===== src/rtl/session_pkg.sv =====
// Shared state encoding and default timing constants for the drum-song session sequencer.
package session_pkg;

  localparam int unsigned STATE_W = 3;
  localparam int unsigned TICK_W  = 25;

  localparam int unsigned DEF_TICKS_PER_SEC  = 27000000;
  localparam int unsigned DEF_COUNTDOWN_SECS = 3;
  localparam int unsigned DEF_MAX_SONG_SECS  = 180;
  localparam int unsigned DEF_NUM_SONGS      = 4;

  typedef enum logic [STATE_W-1:0] {
    ST_IDLE      = 3'd0,
    ST_COUNTDOWN = 3'd1,
    ST_PLAYING   = 3'd2,
    ST_PAUSED    = 3'd3,
    ST_DONE      = 3'd4
  } session_state_e;

endpackage


===== src/rtl/song_session_ctrl_if.sv =====
// Player-button, song-timer and display signals of one session controller.
interface song_session_ctrl_if;
  import session_pkg::*;

  logic               btn_start;
  logic               btn_pause;
  logic               btn_quit;
  logic               btn_next;
  logic               song_done;
  logic [7:0]         seconds_elap;

  logic               start_song;
  logic               pause_song;
  logic [1:0]         song_sel;
  logic [3:0]         countdown;
  logic [STATE_W-1:0] state;
  logic               session_end;
  logic               timed_out;

  modport master (
    output btn_start, btn_pause, btn_quit, btn_next, song_done, seconds_elap,
    input  start_song, pause_song, song_sel, countdown, state, session_end, timed_out
  );

  modport slave (
    input  btn_start, btn_pause, btn_quit, btn_next, song_done, seconds_elap,
    output start_song, pause_song, song_sel, countdown, state, session_end, timed_out
  );

endinterface


===== src/rtl/sec_tick_gen.sv =====
// One-second tick generator: counts 0..TICKS_PER_SEC-1 while enabled, pulses on the last count.
module sec_tick_gen
  import session_pkg::*;
#(
  parameter int unsigned TICKS_PER_SEC = DEF_TICKS_PER_SEC
) (
  input  logic clk,
  input  logic reset,
  input  logic clr,
  input  logic en,
  output logic tick
);

  localparam logic [TICK_W-1:0] LastCount = TICK_W'(TICKS_PER_SEC - 1);

  logic [TICK_W-1:0] cnt_q;

  assign tick = en && (cnt_q == LastCount);

  always_ff @(posedge clk) begin
    if (reset || clr) begin
      cnt_q <= '0;
    end else if (en) begin
      cnt_q <= tick ? '0 : cnt_q + TICK_W'(1);
    end
  end

endmodule


===== src/rtl/song_session_ctrl.sv =====
// Session sequencer: song select, pre-roll countdown, song timer control and time limit.
module song_session_ctrl
  import session_pkg::*;
#(
  parameter int unsigned TICKS_PER_SEC  = DEF_TICKS_PER_SEC,
  parameter int unsigned COUNTDOWN_SECS = DEF_COUNTDOWN_SECS,
  parameter int unsigned MAX_SONG_SECS  = DEF_MAX_SONG_SECS,
  parameter int unsigned NUM_SONGS      = DEF_NUM_SONGS
) (
  input logic               clk,
  input logic               reset,
  song_session_ctrl_if.slave bus
);

  localparam logic [3:0] CountdownInit = 4'(COUNTDOWN_SECS);
  localparam logic [7:0] MaxSecs       = 8'(MAX_SONG_SECS);
  localparam logic [1:0] LastSong      = 2'(NUM_SONGS - 1);

  session_state_e state_q, state_d;
  logic [1:0]     song_sel_q, song_sel_d;
  logic [3:0]     countdown_q, countdown_d;
  logic           start_song_q, start_song_d;
  logic           pause_song_q, pause_song_d;
  logic           session_end_q, session_end_d;
  logic           timed_out_q, timed_out_d;

  logic           tick;
  logic           tick_clr;
  logic           done_eff;
  logic           time_up;

  // Counter restarts on every state entry so each countdown second is full length.
  assign tick_clr = (state_d != state_q);

  sec_tick_gen #(
    .TICKS_PER_SEC(TICKS_PER_SEC)
  ) u_sec_tick_gen (
    .clk  (clk),
    .reset(reset),
    .clr  (tick_clr),
    .en   (state_q == ST_COUNTDOWN),
    .tick (tick)
  );

  always_comb begin
    state_d      = state_q;
    song_sel_d   = song_sel_q;
    countdown_d  = countdown_q;
    timed_out_d  = timed_out_q;
    start_song_d = 1'b0;
    // Song memory restarts on start_song, so a stale done flag that cycle is dropped.
    done_eff     = bus.song_done && !start_song_q;
    time_up      = (bus.seconds_elap >= MaxSecs);

    case (state_q)
      ST_IDLE: begin
        if (bus.btn_start) begin
          state_d     = ST_COUNTDOWN;
          countdown_d = CountdownInit;
          timed_out_d = 1'b0;
        end else if (bus.btn_next) begin
          song_sel_d = (song_sel_q == LastSong) ? 2'd0 : song_sel_q + 2'd1;
        end
      end
      ST_COUNTDOWN: begin
        if (bus.btn_quit) begin
          state_d = ST_IDLE;
        end else if (tick) begin
          if (countdown_q <= 4'd1) begin
            state_d      = ST_PLAYING;
            start_song_d = 1'b1;
          end else begin
            countdown_d = countdown_q - 4'd1;
          end
        end
      end
      ST_PLAYING: begin
        if (bus.btn_quit) begin
          state_d = ST_IDLE;
        end else if (done_eff || time_up) begin
          state_d     = ST_DONE;
          timed_out_d = time_up && !done_eff;
        end else if (bus.btn_pause) begin
          state_d = ST_PAUSED;
        end
      end
      ST_PAUSED: begin
        if (bus.btn_quit) begin
          state_d = ST_IDLE;
        end else if (bus.btn_start) begin
          state_d = ST_PLAYING;
        end
      end
      ST_DONE: begin
        if (bus.btn_quit) begin
          state_d = ST_IDLE;
        end else if (bus.btn_start) begin
          state_d     = ST_COUNTDOWN;
          countdown_d = CountdownInit;
          timed_out_d = 1'b0;
        end else if (bus.btn_next) begin
          state_d = ST_IDLE;
        end
      end
      default: begin
        state_d = ST_IDLE;
      end
    endcase

    if (state_d != ST_COUNTDOWN) begin
      countdown_d = 4'd0;
    end
    pause_song_d  = (state_d != ST_PLAYING);
    session_end_d = (state_d == ST_DONE) && (state_q != ST_DONE);
  end

  always_ff @(posedge clk) begin
    if (reset) begin
      state_q       <= ST_IDLE;
      song_sel_q    <= 2'd0;
      countdown_q   <= 4'd0;
      start_song_q  <= 1'b0;
      pause_song_q  <= 1'b1;
      session_end_q <= 1'b0;
      timed_out_q   <= 1'b0;
    end else begin
      state_q       <= state_d;
      song_sel_q    <= song_sel_d;
      countdown_q   <= countdown_d;
      start_song_q  <= start_song_d;
      pause_song_q  <= pause_song_d;
      session_end_q <= session_end_d;
      timed_out_q   <= timed_out_d;
    end
  end

  assign bus.state       = state_q;
  assign bus.song_sel    = song_sel_q;
  assign bus.countdown   = countdown_q;
  assign bus.start_song  = start_song_q;
  assign bus.pause_song  = pause_song_q;
  assign bus.session_end = session_end_q;
  assign bus.timed_out   = timed_out_q;

endmodule


===== src/flat_wrapper.sv =====
// flat-port wrapper written by rule: the top's interface ports become plain ports
module song_session_ctrl_flat import session_pkg::*;
#(
  parameter int unsigned TICKS_PER_SEC  = DEF_TICKS_PER_SEC,
  parameter int unsigned COUNTDOWN_SECS = DEF_COUNTDOWN_SECS,
  parameter int unsigned MAX_SONG_SECS  = DEF_MAX_SONG_SECS,
  parameter int unsigned NUM_SONGS      = DEF_NUM_SONGS
)
  (clk, reset, bus_btn_start, bus_btn_pause, bus_btn_quit, bus_btn_next, bus_song_done, bus_seconds_elap, bus_start_song, bus_pause_song, bus_song_sel, bus_countdown, bus_state, bus_session_end, bus_timed_out);
  song_session_ctrl_if bus_i ();
  input logic clk;
  input logic reset;
  input wire logic [$bits(bus_i.btn_start)-1:0] bus_btn_start;
  input wire logic [$bits(bus_i.btn_pause)-1:0] bus_btn_pause;
  input wire logic [$bits(bus_i.btn_quit)-1:0] bus_btn_quit;
  input wire logic [$bits(bus_i.btn_next)-1:0] bus_btn_next;
  input wire logic [$bits(bus_i.song_done)-1:0] bus_song_done;
  input wire logic [$bits(bus_i.seconds_elap)-1:0] bus_seconds_elap;
  output wire logic [$bits(bus_i.start_song)-1:0] bus_start_song;
  output wire logic [$bits(bus_i.pause_song)-1:0] bus_pause_song;
  output wire logic [$bits(bus_i.song_sel)-1:0] bus_song_sel;
  output wire logic [$bits(bus_i.countdown)-1:0] bus_countdown;
  output wire logic [$bits(bus_i.state)-1:0] bus_state;
  output wire logic [$bits(bus_i.session_end)-1:0] bus_session_end;
  output wire logic [$bits(bus_i.timed_out)-1:0] bus_timed_out;
  assign bus_i.btn_start = bus_btn_start;
  assign bus_i.btn_pause = bus_btn_pause;
  assign bus_i.btn_quit = bus_btn_quit;
  assign bus_i.btn_next = bus_btn_next;
  assign bus_i.song_done = bus_song_done;
  assign bus_i.seconds_elap = bus_seconds_elap;
  assign bus_start_song = bus_i.start_song;
  assign bus_pause_song = bus_i.pause_song;
  assign bus_song_sel = bus_i.song_sel;
  assign bus_countdown = bus_i.countdown;
  assign bus_state = bus_i.state;
  assign bus_session_end = bus_i.session_end;
  assign bus_timed_out = bus_i.timed_out;
  song_session_ctrl #(.TICKS_PER_SEC(TICKS_PER_SEC), .COUNTDOWN_SECS(COUNTDOWN_SECS), .MAX_SONG_SECS(MAX_SONG_SECS), .NUM_SONGS(NUM_SONGS)) u_core (.clk(clk), .reset(reset), .bus(bus_i));
endmodule

===== config.mk =====
export PLATFORM = sky130hd
export DESIGN_NAME = song_session_ctrl_flat
export DESIGN_NICKNAME = d
export VERILOG_FILES = /design/src/rtl/session_pkg.sv /design/src/rtl/song_session_ctrl_if.sv /design/src/rtl/sec_tick_gen.sv /design/src/rtl/song_session_ctrl.sv /design/src/flat_wrapper.sv
export SDC_FILE = /design/constraint.sdc
export NUM_CORES = 1
export LEC_CHECK = 0
export CORE_MARGIN = 1
export CORE_UTILIZATION = 59
export DETAILED_ROUTE_END_ITERATION = 8
export HOLD_SLACK_MARGIN = 0.08
export PLACE_DENSITY = 0.91
export REMOVE_ABC_BUFFERS = 1
export SETUP_SLACK_MARGIN = 0.4
export SYNTH_ARGS = -nofsm -noshare
export SYNTH_HDL_FRONTEND = slang
export SYNTH_HIERARCHICAL = 1
export SYNTH_SLANG_ARGS = --single-unit

===== constraint.sdc =====
create_clock -name clk -period 7.6 [get_ports clk]
set_input_delay 2.28 -clock clk [delete_from_list [all_inputs] [get_ports clk]]
set_output_delay 2.28 -clock clk [all_outputs]
set_load 0.02 [all_outputs]

* Yosys cells after proc, flatten, opt, wreduce, memory -nomap -nowiden *
Cells that the tools add are included.

storage, ports and cells
  output and inout port bits = 13
  flip-flop bits (word level) = 38
  word-level logic and storage cells = 76
  input bits = 15

operators by class
  equality and inequality tests = 17
  add/sub/neg operators = 3
  bitwise logic cells = 3
  reduce and logical (&&, ||, !) cells = 16
  $lt $le $gt $ge = 2
  mux-type cells = 27

operator list
  cell                                                             count
  2-to-1 mux 3 bit                                                 12
  adder 25 x 1 -> 25 bit (second input constant)                   1
  == test 25 bit (second input constant)                           1
  2-to-1 mux 25 bit                                                1
  2-to-1 mux 4 bit                                                 5
  one-hot mux 3 bit (5 select lines)                               1
  one-hot mux 4 bit (3 select lines)                               1
  greater-or-equal comparator 8 bit (second input constant)        1
  inequality test 2 bit (second input constant)                    4
  == test 3 x 2 -> 1 bit (second input constant)                   2
  == test 3 bit (second input constant)                            2
  nonzero test 3 bit                                               2
  2-to-1 mux 1 bit                                                 5
  AND reduction 5 bit                                              1
  less-or-equal comparator 4 x 1 -> 1 bit (second input constant)  1
  logical AND 1 bit                                                4
  inequality test 2 x 1 -> 1 bit (second input constant)           2
  AND reduction 4 bit                                              1
  OR reduction 4 bit                                               1
  subtractor 4 x 1 -> 4 bit (second input constant)                1
  == test 3 x 1 -> 1 bit (second input constant)                   1
  zero test 3 bit                                                  1
  inequality test 3 x 1 -> 1 bit (second input constant)           1
  inequality test 3 x 2 -> 1 bit (second input constant)           1
  other kinds (11)                                                 15

* Longest topological paths before layout *
Gate-level depths: netlist (run 1).

  depth in word-level cells = 8
  depth in mapped cells = 14
  mapped depth without buffers = 12

* Hierarchy *
The synthesis (run 1) kept the hierarchy.

modules (own cells, without submodules)
  module             cells each  area each (µm²)  times used
  sec_tick_gen       146         1243.7           1
  song_session_ctrl  107         885.8            1

* Least setup slack after synthesis (run 1) *
No wires, ideal clock.

  kind = input to register
  start = input bus_btn_start
  end = register u_core.u_sec_tick_gen.cnt_q[21]
  setup slack = 3.522 ns
  arrival = 4.009 ns
  buffers on the path = 2
  stages = 10
  setup time = 0.070 ns
  path through = clkbuf_1 > or4_1 > a21oi_1 > a21oi_1 > a2111oi_2 > nand2_1 > nor2_1 > o21ai_2 > buf_4 > a21oi_1

between the ends
  word-level cells in the longest chain between the ends = 5

ends and longest elaborated chain
  element                               line                                              source
  start, declared                       flat_wrapper.sv:13                                input wire logic [$bits(bus_i.btn_start)-1:0] bus_btn_start;
  2-to-1 mux 3 bit (on tied branches)   song_session_ctrl.sv:97, song_session_ctrl.sv:90
  2-to-1 mux 3 bit (on tied branches)   song_session_ctrl.sv:95, song_session_ctrl.sv:88
  one-hot mux 3 bit (5 select lines) *  song_session_ctrl.sv:55                           case (state_q)
  inequality test 3 bit *               song_session_ctrl.sv:33                           assign tick_clr = (state_d != state_q);
  named net u_core.tick_clr             song_session_ctrl.sv:28                           logic tick_clr;
  logical OR 1 bit *                    sec_tick_gen.sv:21                                if (reset || clr) begin
  end signal, assigned                  sec_tick_gen.sv:24                                cnt_q <= tick ? '0 : cnt_q + TICK_W'(1);
  end, declared                         sec_tick_gen.sv:16                                logic [TICK_W-1:0] cnt_q;

The timed path passes the listed nets; every way through them passes the cells marked *.
A chain may end at the register's enable or synchronous reset.

* Final worst setup path (run 1) *
  start = input bus_btn_start
  end = register u_core.u_sec_tick_gen.cnt_q[16]

The elaborated chain is that of the path after synthesis.

==> impl_metrics.py, run 1 <==
metrics = {
    "synthesis": {
        "yosys_warnings": 6,
        "async_flop_share_pct": 0,
        "synth_seq_area_share_pct": 35.7,
        "synth_area_per_cell_um2": 8.42,
        "ys_ff_latch": 38,
        "ys_types": 55,
        "ys.flop_type": "dfxtp_1",
        "synthesis.instances": 253,
        "synth-edff-count": 0,
        "syn_area_mm2": 0.00213,
    },
    "worst_setup_path": {
        "crit_buf_inv": 1,
        "endpoint_kind": "flip-flop",
        "crit_arrival_ns": 4.90,
        "r2r_cells": 12,
        "crit_type": "primary input to flip-flop",
        "r2r-start": "u_core/bus.state[0]",
        "critPathLaunchType": "primary input",
        "required_ns": 7.85,
        "cp_slowest_cell": "clkdlybuf4s50_1",
        "crit_chain": "clkdlybuf4s50_1 -> or4_1 -> a21oi_1 -> a21oi_1 -> a2111oi_2 -> nand2_1 -> nor2_1 -> o21ai_2 -> a21oi_1",
        "timing.rr.end": "u_core/u_sec_tick_gen/cnt_q[16]",
        "r2r_slack_ns": 3.67,
        "slowest_delay_ns": 0.56,
        "cp_common_cell": "a21oi_1",
        "crit_fanout": 23,
        "crit_family": "compound AO/OA/AOI/OAI gates",
    },
    "hold_path": {
        "min_to": "u_core/u_sec_tick_gen/cnt_q[23]",
        "worst_hold_path.num_cells": 2,
        "hold_path_startpoint": "u_core/u_sec_tick_gen/cnt_q[23]",
        "min_path_type": "flip-flop to flip-flop",
    },
    "die": {
        "design.core.area_mm2": 0.00339,
        "start_util_pct": 62.8,
        "rows": 21,
        "dieWidth_um": 62.1,
        "die_area_mm2": 0.00385,
        "die_y_um": 62.1,
        "num_io_pins": 28,
    },
    "drt": {
        "vias": 1970,
        "drt-total-wl_mm": 4.42,
        "dr.pass1.iters": 4,
        "detail_route.iter0.violations": 148,
        "viasPerCell": 6.12,
        "antenna_left": 0,
        "drc": 0,
        "wl_per_cell_um": 13.7,
    },
    "place": {
        "dpl.cell_count": 314,
        "routabilityCongestion": 0.903,
        "hpwl_mm": 3.13,
        "port_buffers": 25,
    },
    "clock_network": {
        "numCtsBuffers": 5,
        "cts_tree": "yes",
        "root_buffer": "clkbuf_4",
        "htreeDepth": 2,
        "clkTransAtPathRegs_ns": 0.10,
        "worstSkewPairLatency_ns": 0.33,
        "ctsHoldBuffers": 0,
        "cts_sinks": 38,
        "ctsResizeCount": 0,
        "clock_path_buffers": 2,
        "postCtsSetupBuffers": 0,
    },
    "global_route": {
        "grt_start_max_net_pins": 24,
        "grt_pass1_vias": 1649,
        "grt-busiest-layer": "met2",
        "grtUsageMet3_pct": 5.59,
        "use_met2_pct": 40.4,
        "antenna_found_initial": 0,
        "grt_pass1_wl_mm": 7.01,
        "use_met1_pct": 30.9,
        "grt_usage_pct": 24.8,
        "grt_overflow": 0,
    },
    "final_layout": {
        "layout_commonest_cell": "dfxtp_1",
        "drive_above_1_share_pct": 9.78,
        "diodes": 0,
        "final_cell_mix": "38 x dfxtp_1, 27 x nor2_1, 25 x clkdlybuf4s50_1, 20 x a21oi_1, 17 x nand2_1",
        "area_growth_pct": 15.4,
        "instances_no_fill": 322,
        "fillers": 261,
        "nNetsFinal": 294,
    },
    "timing": {
        "period_needed_ns": 4.65,
        "setup_violations": 0,
        "final_max_slew_viol_count": 0,
        "fmax_mhz": 215,
        "slew_headroom_pct": 38.0,
        "skew_ns": 0.00409,
        "rsz0062_at_grt": "false",
        "final_hold_viol_count": 0,
        "setup_tns_ns": 0,
        "worstMarginPinSlew_ns": 0.930,
        "fin_crit_sh_pct": 61.1,
    },
    "job": {
        "max_cap_viol_count": 0,
    },
    "power_and_ir_drop": {
        "leakagePower_nw": 0.804,
        "p_per_area_mw_per_mm2": 153,
        "vdd_drop_max_mv": 0.122,
    },
    "run_status": {
        "outcome": "completed",
    },
}
## registers in the layout (all words and copies together), names as in the netlist
name,flops
u_core/u_sec_tick_gen/cnt_q,25
u_core/bus.countdown,4
u_core/bus.state,3
u_core/bus.song_sel,2
u_core/bus.pause_song,1
u_core/bus.session_end,1
u_core/bus.start_song,1
u_core/bus.timed_out,1
## area by class of cell
type                            instances  area, µm²  area share (%)
Clock buffer                            8       78.8            3.21
Inverter                                9       33.8            1.37
Multi-Input combinational cell        196       1280            51.9
Sequential cell                        38        761            31.0
Tap cell                               46       57.6            2.34
Timing Repair Buffer                   25        250            10.2
## where the power goes
group          internal (mW)  switching (mW)  total (mW)
clock                 0.0632          0.0611       0.124
combinational         0.0200          0.0255      0.0456
sequential             0.202         0.00427       0.206
## per-layer routing
metal	vias to the layer above	wire (µm)
li1	994	-
met1	911	2080
met2	52	2020
met3	13	224
met4	0	95
met5	-	0
## worst min-delay path: stages, from the launching register on
cell and delay (ns):
dfxtp_1 0.35, o31ai_1 0.07, a21oi_1 0.05
## Yosys cell counts, drive strengths merged, types with 3 or more instances
cell,n,area share (%)
inv,9,1.6
nor3,3,0.70
dfxtp,38,36
o211a,4,1.9
and3,3,0.88
xnor2,6,2.5
ha,4,2.4
or4,9,3.7
nand2,17,3.0
nand3b,3,1.1
and4,3,1.2
nor2,28,5.3
a2111oi,3,1.8
a21oi,21,5.1
buf,7,2.2
o31ai,5,1.8
nand3,13,3.5
clkbuf,3,0.59
nand4,8,2.6
nor4,7,2.8
xor2,3,1.2
or3,11,3.3
o21ai,14,3.5
## stage by stage
stage               power (mW)  util (%)  hold slack (ns)  cell area [µm²]  worst slack, ns
CTS                      0.380      72.5            0.504             2460             3.00
finish                   0.376      72.5            0.507             2460             2.95
global placement         0.254      70.2            0.470             2380             2.78
floorplan                0.236         -            0.453             2070             3.59
detailed placement       0.256      70.2            0.487             2380             2.71
global route             0.393      72.5            0.555             2460             2.75
## cells by family (layout without fill, tap and decap cells)
| kind of cell | after synthesis | after routing | share of synthesized area, % |
|---|---|---|---|
| multiplexers | 2 | 2 | 0.940 |
| buffers and inverters | 19 | 42 | 4.35 |
| flip-flops | 38 | 38 | 35.7 |
| AO/OA/AOI/OAI | 64 | 64 | 20.8 |
| XOR/XNOR | 9 | 9 | 3.70 |
| AND/OR/NAND/NOR | 117 | 117 | 32.1 |
| adder cells (fa/ha/maj) | 4 | 4 | 2.35 |
## worst max path at each step
stage	start	end	slack, ns	cells past startpoint
after floorplan	bus_btn_next	u_core/u_sec_tick_gen/cnt_q[11]	3.59	8
after global placement	bus_btn_start	u_core/u_sec_tick_gen/cnt_q[4]	2.78	9
after detailed placement	bus_btn_start	u_core/u_sec_tick_gen/cnt_q[16]	2.71	9
after CTS	bus_btn_start	u_core/u_sec_tick_gen/cnt_q[16]	3.00	9
after global routing	bus_btn_start	u_core/u_sec_tick_gen/cnt_q[16]	2.75	9
final	bus_btn_start	u_core/u_sec_tick_gen/cnt_q[16]	2.95	9
(Power assumes the default switching activity.)
==> run 2: changes to the inputs <==
--- a/config.mk
+++ b/config.mk
@@ -6,10 +6,10 @@
 export NUM_CORES = 1
 export LEC_CHECK = 0
 export CORE_MARGIN = 1
-export CORE_UTILIZATION = 59
+export CORE_UTILIZATION = 55
 export DETAILED_ROUTE_END_ITERATION = 8
 export HOLD_SLACK_MARGIN = 0.08
-export PLACE_DENSITY = 0.91
+export PLACE_DENSITY = 0.86
 export REMOVE_ABC_BUFFERS = 1
 export SETUP_SLACK_MARGIN = 0.4
 export SYNTH_ARGS = -nofsm -noshare
==> constraint.sdc (replaced) <==
create_clock -name clk -period 4.55 [get_ports clk]
set_input_delay 1.365 -clock clk [delete_from_list [all_inputs] [get_ports clk]]
set_output_delay 1.365 -clock clk [all_outputs]
set_load 0.02 [all_outputs]
==> run 2 against run 1 <==
Compared with the run above: worst hold slack got worse by 0.010 ns; count of clock-buffer cells in the layout decreased by 2; flip-flop and latch count is the same; first-iteration DRC count decreased by 3.4%; sequential power grew 67%; final cell count up 0.93%; global-route usage shrank 0.55 points; cell area increased by 1.1%.
==> impl_metrics.py, run 2 (same netlist as run 1, synthesis figures left out) <==
metrics = {
    "worst_setup_path": {
        "crit_arrival_ns": 3.88,
        "endpoint_kind": "flip-flop",
        "crit_type": "primary input to flip-flop",
        "required_ns": 4.77,
        "critPathLaunchType": "primary input",
        "crit_fanout": 23,
    },
    "clock_network": {
        "cts_tree": "yes",
        "ctsHoldBuffers": 0,
        "root_buffer": "clkbuf_8",
        "clkTransAtPathRegs_ns": 0.08,
        "postCtsSetupBuffers": 0,
        "numCtsBuffers": 5,
        "worstSkewPairLatency_ns": 0.30,
        "htreeDepth": 2,
        "ctsResizeCount": 0,
        "cts_sinks": 38,
        "clock_path_buffers": 2,
    },
    "global_route": {
        "grt_overflow": 0,
        "grt_start_max_net_pins": 24,
        "grt_pass1_vias": 1746,
        "antenna_found_initial": 0,
        "grt_pass1_wl_mm": 7.73,
        "grt_usage_pct": 24.2,
    },
    "power_and_ir_drop": {
        "p_per_area_mw_per_mm2": 268,
        "swShare_pct": 25.9,
        "vdd_drop_max_mv": 0.196,
        "p_int_uw": 493,
        "comb_power_share_pct": 11.6,
        "p_clk_share_pct": 36.7,
        "leakagePower_nw": 0.812,
        "switchingPower_uw": 172,
        "seqPwrFrac_pct": 51.7,
    },
    "timing": {
        "setup_tns_ns": 0,
        "fin_crit_sh_pct": 80.4,
        "final_max_slew_viol_count": 0,
        "setup_violations": 0,
        "skew_ns": 0.00861,
        "period_needed_ns": 3.66,
        "final_hold_viol_count": 0,
        "slew_headroom_pct": 36.2,
        "fmax_mhz": 273,
        "worstMarginPinSlew_ns": 0.956,
        "rsz0062_at_grt": "false",
    },
    "die": {
        "rows": 22,
        "dieWidth_um": 64.2,
        "die_y_um": 64.2,
        "start_util_pct": 57.7,
        "design.core.area_mm2": 0.00369,
        "die_area_mm2": 0.00412,
        "num_io_pins": 28,
    },
    "drt": {
        "viasPerCell": 5.96,
        "dr.pass1.iters": 4,
        "drt-total-wl_mm": 4.48,
        "vias": 1937,
        "detail_route.iter0.violations": 143,
        "antenna_left": 0,
        "wl_per_cell_um": 13.8,
        "drc": 0,
    },
    "final_layout": {
        "area_growth_pct": 16.6,
        "top_register": "u_core/u_sec_tick_gen/cnt_q",
        "fin_area_mm2": 0.00248,
        "diodes": 0,
        "layout_commonest_cell": "dfxtp_1",
        "final_cell_mix": "38 x dfxtp_1, 27 x nor2_1, 25 x clkdlybuf4s50_1, 20 x a21oi_1, 17 x nand2_1",
        "largest_reg_flops": 25,
        "drive_above_1_share_pct": 10.1,
        "nNetsFinal": 295,
    },
    "job": {
        "max_cap_viol_count": 0,
    },
    "run_status": {
        "outcome": "completed",
    },
    "hold_path": {
        "min_path_type": "flip-flop to flip-flop",
    },
    "place": {
        "hpwl_mm": 3.15,
        "routabilityCongestion": 0.849,
        "place_area_mm2": 0.00239,
        "port_buffers": 25,
    },
}
## run 2: cell types whose count changed in the layout (fill, tap and decap cells not counted), sizes merged
cell	previous run	this run
clkbuf	8	6
buf	0	1
clkinv	0	1
clkinvlp	0	1
## run 2: area by class of cell
class	instances	area, µm²
tap	48	60.1
multi-input combinational	196	1280
timing repair buffer	26	258
clock buffer	6	82.6
sequential	38	761
fill	319	1200
clock inverter	2	12.5
inverter	9	33.8
## run 2: power by group through the flow
stage | combinational [mW] | sequential, mW | clock (mW)
finish | 0.0774 | 0.343 | 0.244
global route | 0.0849 | 0.344 | 0.262
CTS | 0.0770 | 0.343 | 0.251
detailed placement | 0.0766 | 0.351 | 0
global placement | 0.0748 | 0.351 | 0
floorplan | 0.0404 | 0.354 | 0
## run 2: path summary, 6_finish.rpt
kind              slack, ns  depth (start not counted)                              end                  from
setup / recovery       0.89                          9  u_core/u_sec_tick_gen/cnt_q[23]         bus_btn_start
hold / removal         0.50                          2             u_core/bus.timed_out  u_core/bus.timed_out
setup reg to reg       1.19                         12   u_core/u_sec_tick_gen/cnt_q[7]   u_core/bus.state[0]
hold reg to reg        0.50                          2             u_core/bus.timed_out  u_core/bus.timed_out
## run 2: through the flow
stage / power [mW] / setup WS, ns / util [%] / std cells / hold WS [ns]
finish: 0.665 / 0.890 / 67.3 / 325 / 0.497
global route: 0.691 / 0.680 / 67.3 / 325 / 0.540
CTS: 0.671 / 0.922 / 67.3 / 325 / 0.503
detailed placement: 0.428 / 0.617 / 64.8 / 317 / 0.484
global placement: 0.426 / 0.646 / 64.8 / 317 / 0.471
floorplan: 0.395 / 1.35 / - / 243 / 0.453
## run 2: worst max-delay path, stage by stage
cell	delay, ns
clkdlybuf4s50_1	0.56
or4_1	0.46
a21oi_1	0.16
a21oi_1	0.08
a2111oi_2	0.28
nand2_1	0.09
nor2_1	0.30
o21ai_2	0.35
a21oi_1	0.23
## run 2: routing by layer
layer  vias to the layer above  part of all wire (%)  track usage (%)
met5                         -                     0                0
met4                         0                   1.5             10.0
met3                         5                   5.1             5.54
met2                        42                    46             41.0
met1                       888                    47             29.5
li1                       1002                     -                -
==> run 3: changes to the inputs <==
--- a/config.mk
+++ b/config.mk
@@ -6,10 +6,10 @@
 export NUM_CORES = 1
 export LEC_CHECK = 0
 export CORE_MARGIN = 1
-export CORE_UTILIZATION = 55
+export CORE_UTILIZATION = 49
 export DETAILED_ROUTE_END_ITERATION = 8
 export HOLD_SLACK_MARGIN = 0.08
-export PLACE_DENSITY = 0.86
+export PLACE_DENSITY = 0.81
 export REMOVE_ABC_BUFFERS = 1
 export SETUP_SLACK_MARGIN = 0.4
 export SYNTH_ARGS = -nofsm -noshare
==> constraint.sdc (replaced) <==
create_clock -name clk -period 3.3 [get_ports clk]
set_input_delay 0.99 -clock clk [delete_from_list [all_inputs] [get_ports clk]]
set_output_delay 0.99 -clock clk [all_outputs]
set_load 0.02 [all_outputs]
==> run 3 against run 2 <==
Compared with the run above: power is 35% higher; clock power is 24% higher; routed wire length is 8.6% higher; final cell count is 2.8% higher; clock skew is 0.0015 ns lower; register-to-register slack worse by 0.67 ns; die area is 12% higher; global-route usage is 1.3 points lower; via count is 4.4% higher; core utilization is 3.7 points lower; critical path depth is 4 higher.
==> impl_metrics.py, run 3 (same netlist as run 1, synthesis figures left out) <==
metrics = {
    "run_status": {
        "outcome": "completed",
    },
    "timing": {
        "slew_headroom_pct": 70.5,
        "worstMarginPinSlew_ns": 0.438,
        "rsz0062_at_grt": "false",
        "final_max_slew_viol_count": 0,
        "fmax_mhz": 360,
        "period_needed_ns": 2.78,
        "skew_ns": 0.00707,
        "worst_slack_ns": 0.524,
        "setup_violations": 0,
        "hold_ws_ns": 0.493,
        "final_hold_viol_count": 0,
        "fin_crit_sh_pct": 84.1,
        "setup_tns_ns": 0,
    },
    "place": {
        "routabilityCongestion": 0.899,
        "dpl.cell_count": 326,
        "port_buffers": 25,
        "dp_slack_ns": -0.0364,
        "hpwl_mm": 3.28,
    },
    "drt": {
        "dr.pass1.iters": 4,
        "viasPerCell": 6.06,
        "drt-total-wl_mm": 4.87,
        "antenna_left": 0,
        "detail_route.iter0.violations": 135,
        "drc": 0,
        "vias": 2023,
        "wl_per_cell_um": 14.6,
    },
    "die": {
        "die_area_mm2": 0.00461,
        "design.core.area_mm2": 0.00409,
        "dieWidth_um": 67.9,
        "num_io_pins": 28,
        "die_y_um": 67.9,
        "rows": 23,
        "start_util_pct": 52.1,
    },
    "worst_setup_path": {
        "crit_chain": "nand2b_1 -> nor2_2 -> nand3_2 -> or4_4 -> nor2_2 -> o211ai_1 -> o22ai_1 -> a2111oi_2 -> nand2_1 -> nor2_4 -> buf_6 -> nand3_1 -> o21ai_1",
        "crit_arrival_ns": 2.95,
        "critPathLaunchType": "flip-flop",
        "r2r-start": "u_core/bus.state[1]",
        "crit_fanout": 8,
        "slowest_delay_ns": 0.63,
        "cp_common_cell": "nor2_2",
        "required_ns": 3.47,
        "cp-startpoint": "u_core/bus.state[1]",
        "cp_slowest_cell": "or4_4",
        "endpoint_kind": "flip-flop",
        "crit_type": "flip-flop to flip-flop",
    },
    "power_and_ir_drop": {
        "p_per_area_mw_per_mm2": 345,
        "vdd_drop_max_mv": 0.236,
        "swShare_pct": 26.3,
        "switchingPower_uw": 236,
        "seqPwrFrac_pct": 52.4,
        "comb_power_share_pct": 13.8,
        "leakagePower_nw": 0.872,
        "p_int_uw": 662,
        "p_clk_share_pct": 33.8,
    },
    "global_route": {
        "grt_overflow": 0,
        "grt_pass1_wl_mm": 7.97,
        "antenna_found_initial": 0,
        "grt_pass1_vias": 1850,
        "grt_start_max_net_pins": 17,
        "grt_usage_pct": 23.0,
    },
    "clock_network": {
        "htreeDepth": 2,
        "worstSkewPairLatency_ns": 0.29,
        "cts_sinks": 38,
        "ctsHoldBuffers": 0,
        "root_buffer": "clkbuf_8",
        "numCtsBuffers": 5,
        "cts_tree": "yes",
        "clock_path_buffers": 2,
        "postCtsSetupBuffers": 0,
        "clkTransAtPathRegs_ns": 0.07,
    },
    "job": {
        "max_cap_viol_count": 0,
    },
    "final_layout": {
        "layout_commonest_cell": "dfxtp_1",
        "largest_reg_flops": 25,
        "area_growth_pct": 22.1,
        "instances_no_fill": 334,
        "nNetsFinal": 303,
        "drive_above_1_share_pct": 15.1,
        "top_register": "u_core/u_sec_tick_gen/cnt_q",
        "final_cell_mix": "38 x dfxtp_1, 24 x nor2_1, 23 x clkdlybuf4s50_1, 19 x a21oi_1, 17 x nand2_1",
        "diodes": 0,
        "fin_util_pct": 63.6,
    },
    "hold_path": {
        "min_path_type": "flip-flop to flip-flop",
        "hold_path_startpoint": "u_core/u_sec_tick_gen/cnt_q[24]",
    },
}
[run 3: cell types whose count changed in the layout (fill, tap and decap cells not counted), sizes merged]
cell | previous run | this run
clkbuf | 6 | 5
dlymetal6s2s | 0 | 2
o21ai | 14 | 15
clkinv | 1 | 2
buf | 1 | 8
clkdlybuf4s50 | 25 | 23
clkinvlp | 1 | 0
[run 3: cell type report]
class	instances	area, µm²
Timing Repair Buffer	33	319
Multi-Input combinational cell	197	1350
Inverter	9	33.8
Clock inverter	2	10.0
Clock buffer	5	68.8
Fill cell	354	1490
Sequential cell	38	761
Tap cell	50	62.6
[run 3: path summary, 6_finish.rpt]
kind | end | slack [ns] | cells past startpoint
worst max-delay path | u_core/u_sec_tick_gen/cnt_q[1] | 0.52 | 13
worst min-delay path | u_core/u_sec_tick_gen/cnt_q[24] | 0.49 | 2
worst min register to register | u_core/u_sec_tick_gen/cnt_q[24] | 0.49 | 2
worst max register to register | u_core/u_sec_tick_gen/cnt_q[1] | 0.52 | 13
[run 3: worst max-delay path, delay by kind of cell, from the launching register on]
family          cells  cell delay [ns]
flops               1             0.31
compound gates      4             0.59
simple gates        8             1.63
buf+inv             1             0.15
[run 3: per-stage QoR]
stage | instance area (µm²) | total power, mW
after global routing | 2600 | 0.933
after CTS | 2550 | 0.901
after detailed placement | 2440 | 0.596
final | 2600 | 0.898
after floorplan | 2070 | 0.544
after global placement | 2440 | 0.594
[run 3: routing by layer]
metal	GRT usage, %	wire length, µm	vias up
met1	27.4	2220	946
met4	11.7	126	0
met2	38.6	2300	48
met3	4.67	225	12
met5	0	0	-
li1	-	-	1017
[run 3: what timing repair did]
item,4_1_cts,5_1_grt
gates cloned,1,0
resized for setup,5,12
pin swaps,3,6
endpoints found under the hold margin,0,0
setup endpoints to repair,28,31
[run 3: power by group through the flow]
stage	combinational, mW	clock [mW]	sequential [mW]
floorplan	0.0557	0	0.489
CTS	0.120	0.310	0.470
global placement	0.113	0	0.481
global route	0.137	0.325	0.471
detailed placement	0.115	0	0.481
finish	0.124	0.303	0.470
